--- config.mk ---
export PLATFORM = sky130hd
export DESIGN_NAME = instr_sequencer_flat
export DESIGN_NICKNAME = d
export VERILOG_FILES = /design/src/rtl/instr_sequencer_if.sv /design/src/rtl/instr_sequencer.sv /design/src/flat_wrapper.sv
export SDC_FILE = /design/constraint.sdc
export NUM_CORES = 1
export LEC_CHECK = 0
export CAP_MARGIN = 20
export CORE_ASPECT_RATIO = 0.5
export CORE_MARGIN = 4
export CORE_UTILIZATION = 25
export CTS_CLUSTER_SIZE = 10
export DETAILED_ROUTE_END_ITERATION = 8
export SYNTH_ARGS = -nofsm -noshare
export SYNTH_HDL_FRONTEND = slang
export SYNTH_SLANG_ARGS = --single-unit
export TNS_END_PERCENT = 50
--- constraint.sdc ---
create_clock -name clk -period 4.3 [get_ports clk]
set_input_delay 0.86 -clock clk [delete_from_list [all_inputs] [get_ports clk]]
set_output_delay 0.86 -clock clk [all_outputs]
set_load 0.005 [all_outputs]
--- src/rtl/instr_sequencer_if.sv ---
// Instruction-memory fetch handshake between the sequencer (master) and instruction memory (slave).
interface instr_sequencer_if #(
  parameter int unsigned ADDR_W = 32
);
  localparam int unsigned INSTR_W = 32;

  logic               imem_req;
  logic [ADDR_W-1:0]  imem_addr;
  logic               imem_ack;
  logic [INSTR_W-1:0] imem_rdata;

  modport master (output imem_req, imem_addr, input imem_ack, imem_rdata);
  modport slave  (input imem_req, imem_addr, output imem_ack, imem_rdata);
endinterface

--- src/rtl/instr_sequencer.sv ---
// Fetch/issue sequencer for the single-cycle MIPS datapath: fetches over req/ack,
// issues to the decoder, selects the next PC from jump/branch/zero, stops on the halt opcode.
module instr_sequencer #(
  parameter int unsigned       ADDR_W   = 32,
  parameter logic [ADDR_W-1:0] RESET_PC = '0
) (
  input  logic               clk,
  input  logic               rst_n,
  instr_sequencer_if.master  imem,
  output logic [31:0]        instr,
  output logic [5:0]         opcode,
  output logic               instr_valid,
  input  logic               exec_done,
  input  logic               jump,
  input  logic               branch,
  input  logic               alu_zero,
  output logic [ADDR_W-1:0]  pc,
  output logic               halted,
  output logic [31:0]        retired
);

  localparam int unsigned OPC_W   = 6;
  localparam int unsigned IMM_W   = 16;
  localparam int unsigned TGT_W   = 26;
  localparam logic [OPC_W-1:0] HALT_OPC = 6'b111111;

  typedef enum logic [1:0] {
    BOOT  = 2'd0,
    FETCH = 2'd1,
    ISSUE = 2'd2,
    HALT  = 2'd3
  } state_t;

  state_t            state;
  logic              req_q;
  logic [ADDR_W-1:0] pc4_c;
  logic [ADDR_W-1:0] br_off_c;
  logic [ADDR_W-1:0] next_pc_c;

  assign imem.imem_req  = req_q;
  assign imem.imem_addr = pc;
  assign opcode         = instr[31:26];

  // Next-PC selection; jump wins over a taken branch.
  always_comb begin
    pc4_c     = pc + ADDR_W'(4);
    br_off_c  = {{(ADDR_W-IMM_W-2){instr[IMM_W-1]}}, instr[IMM_W-1:0], 2'b00};
    next_pc_c = pc4_c;
    if (jump) begin
      next_pc_c = {pc4_c[ADDR_W-1:TGT_W+2], instr[TGT_W-1:0], 2'b00};
    end else if (branch && alu_zero) begin
      next_pc_c = pc4_c + br_off_c;
    end
  end

  always_ff @(posedge clk or negedge rst_n) begin
    if (!rst_n) begin
      state       <= BOOT;
      pc          <= RESET_PC;
      instr       <= '0;
      instr_valid <= 1'b0;
      req_q       <= 1'b0;
      halted      <= 1'b0;
      retired     <= '0;
    end else begin
      case (state)
        BOOT: begin
          state <= FETCH;
          req_q <= 1'b1;
        end
        FETCH: begin
          if (imem.imem_ack) begin
            instr <= imem.imem_rdata;
            req_q <= 1'b0;
            // The halt word is captured but never issued or retired.
            if (imem.imem_rdata[31:26] == HALT_OPC) begin
              state  <= HALT;
              halted <= 1'b1;
            end else begin
              state       <= ISSUE;
              instr_valid <= 1'b1;
            end
          end
        end
        ISSUE: begin
          if (exec_done) begin
            pc          <= next_pc_c;
            retired     <= retired + 32'd1;
            instr_valid <= 1'b0;
            req_q       <= 1'b1;
            state       <= FETCH;
          end
        end
        HALT: begin
          state <= HALT;
        end
        default: begin
          state <= BOOT;
        end
      endcase
    end
  end

endmodule
--- src/flat_wrapper.sv ---
// flat-port wrapper written by rule: the top's interface ports become plain ports
module instr_sequencer_flat 
#(
  parameter int unsigned       ADDR_W   = 32,
  parameter logic [ADDR_W-1:0] RESET_PC = '0
)
  (clk, rst_n, instr, opcode, instr_valid, exec_done, jump, branch, alu_zero, pc, halted, retired, imem_imem_req, imem_imem_addr, imem_imem_ack, imem_imem_rdata);
  instr_sequencer_if #(.ADDR_W(ADDR_W)) imem_i ();
  input  logic clk;
  input  logic rst_n;
  output logic [31:0] instr;
  output logic [5:0] opcode;
  output logic instr_valid;
  input  logic exec_done;
  input  logic jump;
  input  logic branch;
  input  logic alu_zero;
  output logic [ADDR_W-1:0] pc;
  output logic halted;
  output logic [31:0] retired;
  output wire logic [$bits(imem_i.imem_req)-1:0] imem_imem_req;
  output wire logic [$bits(imem_i.imem_addr)-1:0] imem_imem_addr;
  input wire logic [$bits(imem_i.imem_ack)-1:0] imem_imem_ack;
  input wire logic [$bits(imem_i.imem_rdata)-1:0] imem_imem_rdata;
  assign imem_imem_req = imem_i.imem_req;
  assign imem_imem_addr = imem_i.imem_addr;
  assign imem_i.imem_ack = imem_imem_ack;
  assign imem_i.imem_rdata = imem_imem_rdata;
  instr_sequencer #(.ADDR_W(ADDR_W), .RESET_PC(RESET_PC)) u_core (.clk(clk), .rst_n(rst_n), .imem(imem_i), .instr(instr), .opcode(opcode), .instr_valid(instr_valid), .exec_done(exec_done), .jump(jump), .branch(branch), .alu_zero(alu_zero), .pc(pc), .halted(halted), .retired(retired));
endmodule
# [After elaboration in Yosys (flattened, before gate mapping)]
# Index checks and enable logic that the tools add are counted.
# Widths: inputs -> output; s select.
[totals] ff_bits=101 inputBits=39 out_inout_bits=137
[classes] add_sub_neg=3 n_eq_ne=7 muxes=13 n_reduce_logical=10
[op_table] op="$mux 32" n=2
[op_table] op="$add 32x1->32 const B" n=1
[op_table] op="$add 32x3->32 const B" n=1
[op_table] op="$add 32x32->32" n=1
[op_table] op="$pmux 2 s4" n=1
[op_table] op="$eq 6x6->1 const B" n=1
[op_table] op="$mux 1" n=6
[op_table] op="$ne 2x2->1 const B" n=3
[op_table] op="$reduce_and 2->1" n=3
[op_table] op="$reduce_and 3->1" n=2
[op_table] op="$eq 2x2->1 const B" n=2
[op_table] op="$mux 2" n=2
[op_table] op="$reduce_and 4->1" n=1
[op_table] op="$pmux 1 s3" n=1
[op_table] op="$reduce_bool 3->1" n=1
[op_table] op="$eq 2x1->1 const B" n=1
[op_table] op="$logic_not 2->1" n=1
[op_table] op="$pmux 1 s2" n=1
[op_table] op="$reduce_bool 2->1" n=1
[op_table] op="$logic_and 1x1->1" n=1

# [Logic depth before layout (Yosys ltp)]
[depth] ltp_word=4 mapped_depth=16 ltp_nobuf=16

# [Worst setup path before layout]
# Ideal clock, no wire load.
[synth_timing] path_kind="reg-to-reg" from="register u_core.pc[4] (netlist: u_core.imem.imem_addr[4])" to="register u_core.pc[31] (netlist: u_core.imem.imem_addr[31])" setup_time_ns=0.080 arrival_time_ns=3.563 required_time_ns=4.220 setup_slack_ns=0.657 stages_incl_launch_ff=16 path_buffers=0 synth_period_minus_slack_ns=3.643 cell_sequence="dfrtp_1 -> and3_1 -> and2_0 -> and3_1 -> nand2_1 -> xnor2_1 -> ha_1 -> and4_4 -> a221o_1 -> or3_1 -> o221a_4 -> a21oi_4 -> a21oi_2 -> mux2_4 -> nor3_2 -> xnor2_1"
[synth_between] elab_chain_cells=4
[synth_rtl] element="start, declared" line="instr_sequencer.sv:17" source="output logic [ADDR_W-1:0] pc,"
[synth_rtl] element="start signal, assigned" line="instr_sequencer.sv:87" source="pc <= next_pc_c;"
[synth_rtl] element="$add 32x3->32 *" line="instr_sequencer.sv:46" source="pc4_c = pc + ADDR_W'(4);"
[synth_rtl] element="$add 32x32->32" line="instr_sequencer.sv:52" source="next_pc_c = pc4_c + br_off_c;"
[synth_rtl] element="$mux 32" line="instr_sequencer.sv:51" source="end else if (branch && alu_zero) begin"
[synth_rtl] element="$mux 32 *" line="instr_sequencer.sv:49" source="if (jump) begin"
# Mark *: on every way between the ends. The rest lies on a longest branch, timed or not.
# A chain may end at the register's enable or synchronous reset.

# [Worst setup path after layout]
[layout_timing] from="register u_core.pc[7] (netlist: u_core.imem.imem_addr[7])" to="register u_core.pc[29] (netlist: u_core.imem.imem_addr[29])"
# Same word-level chain as after synthesis.

==> metrics list <==
- I/O Pins: ~180
- The total overflow left after global routing is 0.
* Wirelength, routed: 21.65 mm
* CTS HTree Levels: 3
* Transition time at the pin with the least slew margin: 0.8944 ns
* Clock Skew: 0.007798 ns
- Detailed-router iteration count before antenna repair: 5
- IO buf count: between 150 and 200
* Last weighted congestion value of the routability-driven placer: a little over 0.9
* Number of non-filler instances in the completed layout: about 1,300
- The number of clock buffers added by TritonCTS is 9.
- In this run the remaining antenna-violating nets after routing total 0.
- Count of flip-flops with a built-in enable after synthesis: 0
* Layout filler cell count: approximately 2,800
- Dividing the detail-routed wire length by the instance count gives 17.32 µm.
- Registers take around 2500 µm².
- The HPWL after detailed placement is 16.64 mm.
- Reg-to-reg startpoint: u_core.imem.imem_addr[7]
- Mean post-synth cell area: 9.074 µm²
- Counting every sink on the clock net gives 99.
- The run finished with clean final reports.
- TritonCTS built the clock tree.
- Critical R2R Capture: u_core.imem.imem_addr[29]
- Critical path data required time: roughly 4.6 ns
- For this run, design rule violations remaining after detail routing come to 0.
- Clock-pin slew was measured on the worst setup and hold paths at approximately 0.08 ns.
- Number of failing hold endpoints at the final stage: 0
* Iteration-0 DRC count of the detailed router: ~350
- F_max: 249.7 MHz
- In the final layout, the share of cells above drive strength 1 is 8.463%.
* Depth of the worst register-to-register path: 15
- Summing every instance area after synthesis gives around 6800 µm².
- Area enclosed by the die boundary: about 30,000 µm²
- Critical-path top delay cell: dfrtp_1
- Dividing the detail-routed via count by the number of cells gives between 4 and 5.
* Die width: 242.0 µm
- Starting density of the core: between 20 and 30%
- The final route contains around 6,100 vias.
- Post-cts gate resize count: 0
- Setup crit start kind: flip-flop
* Via count of the first global-routing pass: roughly 6,100
* Mapped Cells: 754
* Post-CTS Repair Setup Buffers: 0
- Wire length of the first global-routing pass: 34.10 mm
- Counting flops with an async set or reset pin after synthesis yields a share of 100.0%.
- The count of final max-slew check failures is 0.
- Data arrives at the worst endpoint at 4.26 ns.
- Antenna violations before repair: 0
- Including well taps, the total number of placed cells is 1,234.
- Dividing total power by cell area gives a power density of 691.0 nW/µm².
- On the worst path, the slowest cell contributes a delay of 0.42 ns.
* Insertion delay of the later-clocked pin in the worst-skew pair: 0.37 ns
* Portion of the clock cycle consumed by the worst path in the final layout: 93.12%
- Netlist cell types: 60
- Cell types with the largest area share after synthesis: dfrtp_1 (36%), ha_1 (6.9%), xnor2_1 (6.9%), mux2_2 (5.3%), nand2_1 (4.8%)
* Class of the tightest hold or removal check: in -> async
- Syn. warnings: 0
* Count of antenna diodes in the layout: 0
- In this run the worst path has a maximum fanout of 6.
- The synthesized design spends more area on one cell type than any other, namely dfrtp_1.
- Buffers and inverters on the worst path: 0
* Reported max-cap violation count: 0
* Final-layout setup total negative slack: 0 ns
- On the final layout, the worst hold slack is roughly 0.47 ns.
- The synthesized design contains a little under 100 register bits.
- Final setup violation count: 0
- Site Rows: 42
* Sequential area share after synthesis: 36.21%
- The worst setup path is captured at a flip-flop.
* Post-layout min period: 4.004 ns
- Among all flip-flop cells after synthesis, the most frequent one is dfrtp_1.
* Buffer depth of the longest clock path: 2
* Top-area cell type share of the netlist area: between 30% and 40%
- The cell sitting at the root of the clock tree is a clkbuf_16.
* Worst rel slew slack: 40.19%
- In this run the static leakage power is about 0.0038 µW.
* Kind of cell with the highest combined delay on the critical path: compound AO/OA/AOI/OAI gates
- Buffers inserted to repair hold after CTS numbered 0.
- RSZ-0062 raised after global routing: no
* Area growth from synthesis to final layout: 32.28%
* Peak VDD IR: between 200 and 300 µV
- Die Ht: 125.0 µm
- Across all register-to-register paths, the minimum setup slack is between 0.2 and 0.3 ns.
- Multi-input logic area: approximately 3900 µm²
* Cell breakdown of the critical path: and3_1, and2_0, and3_1, nand3_1, xnor2_1, ha_1, a21o_1, a21o_1, or3_1, o221a_4, a21oi_1, a31oi_1, a221oi_2, xnor2_1, o21ai_1
- The worst setup path is of the reg -> reg kind.
- In the final design database the tool counted 971 nets.
* Core footprint: 26,700 µm²
- Total Routing Usage GR: 14.03%
- Entering global routing, the biggest net connects 46 pins.
[cells in the mapped netlist (2+ instances only)]
master and instances:
ha_1 38, dfrtp_1 99, nor2b_1 2, nand3_1 30, o21bai_1 6, o2111ai_1 2, a211oi_1 7, xor2_1 27
nor3b_1 2, nand4_1 22, and2_1 7, nand2b_1 2, a21o_1 21, o211ai_1 8, nor3_1 13, inv_1 15
o22ai_1 3, a221o_1 2, o21a_1 4, a21oi_1 40, and4_1 6, o31ai_1 4, clkbuf_1 19, buf_1 4
mux2i_1 3, o311ai_0 2, o211a_1 3, nor3_2 2, nand2_1 87, and3_1 17, xnor2_1 54, mux2_2 32
o21ai_0 48, nor2_1 46, or3_1 5, nor4_1 3, a21boi_0 2, a31oi_1 6, buf_4 40
[sequential cells by signal, indices dropped and copies added (netlist names)]
register,flops
u_core.halted,1
u_core.instr_valid,1
u_core.instr,32
u_core.imem.imem_req,1
u_core.imem.imem_addr,30
u_core.state,2
u_core.retired,32
[cell families after synthesis]
logic type,synth area share (%)
and+or+nand+nor,17.61
muxes,5.925
DFF,36.21
AOI/OAI and AO/OA,16.06
xor gates and xnor gates,10.37
adders and majority gates,7.242
other,0.05481
buffers and inverters,6.529
[how the worst max path moves through the flow]
stage / from / to / slack [ns] / cells after the start
finish: u_core.imem.imem_addr[7] / u_core.imem.imem_addr[29] / 0.30 / 15
global route: u_core.imem.imem_addr[7] / u_core.imem.imem_addr[29] / 0.03 / 15
global placement: u_core.imem.imem_addr[7] / u_core.imem.imem_addr[31] / 0.47 / 15
floorplan: u_core.imem.imem_addr[4] / u_core.imem.imem_addr[31] / 0.66 / 15
detailed placement: u_core.imem.imem_addr[7] / u_core.imem.imem_addr[31] / 0.34 / 15
CTS: u_core.imem.imem_addr[7] / u_core.imem.imem_addr[31] / 0.32 / 15
[where the power goes]
part,internal (µW),switching (µW)
logic,1940,1820
clock network,408,419
registers,1230,441
total,3570,2680
[stage by stage]
stage	power (µW)	instance area, µm²	utilization [%]	setup slack [ns]
6_report	6253	9050	33.90	0.2959
5_1_grt	6748	9050	33.90	0.03439
4_1_cts	6298	9050	33.90	0.3178
3_5_place_dp	5425	8756	32.80	0.3437
3_3_place_gp	5400	8756	32.80	0.4692
2_1_floorplan	3942	6853	-	0.6567
[metal layers]
| layer | GRT usage [%] | vias up | routed length (µm) |
|---|---|---|---|
| li1 | - | 2924 | - |
| met1 | 17.17 | 3020 | 9359 |
| met2 | 25.17 | 138 | 11060 |
| met3 | 3.102 | 19 | 950 |
| met4 | 3.614 | 0 | 286 |
| met5 | 0 | - | 0 |
[worst reg2reg max path: stages, from the launching register on]
cell and delay [ns]:
dfrtp_1 0.42, and3_1 0.26, and2_0 0.33, and3_1 0.25, nand3_1 0.10, xnor2_1 0.25
ha_1 0.32, a21o_1 0.23, a21o_1 0.19, or3_1 0.41, o221a_4 0.27, a21oi_1 0.16
a31oi_1 0.16, a221oi_2 0.30, xnor2_1 0.16, o21ai_1 0.07
[layout by cell type (no fill, tap or decap), types with 13 or more instances in the layout]
master             n
nand2_1           87
a21o_1            21
nor3_1            13
dfrtp_1           99
buf_4             17
xor2_1            27
and3_1            17
inv_1             15
clkdlybuf4s50_1  170
nand4_1           22
xnor2_1           54
ha_1              38
nor2_1            46
a21oi_1           40
o21ai_0           48
nand3_1           30
mux2_2            32
[cell type report]
class                           count  area share (%)
Clock buffer                        9           2.489
Clock inverter                      7          0.7604
Inverter                           16          0.6636
Multi-Input combinational cell    579           43.41
Sequential cell                    99           27.37
Tap cell                          352           4.867
Timing Repair Buffer              188           20.43
(Power assumes the default switching activity.)
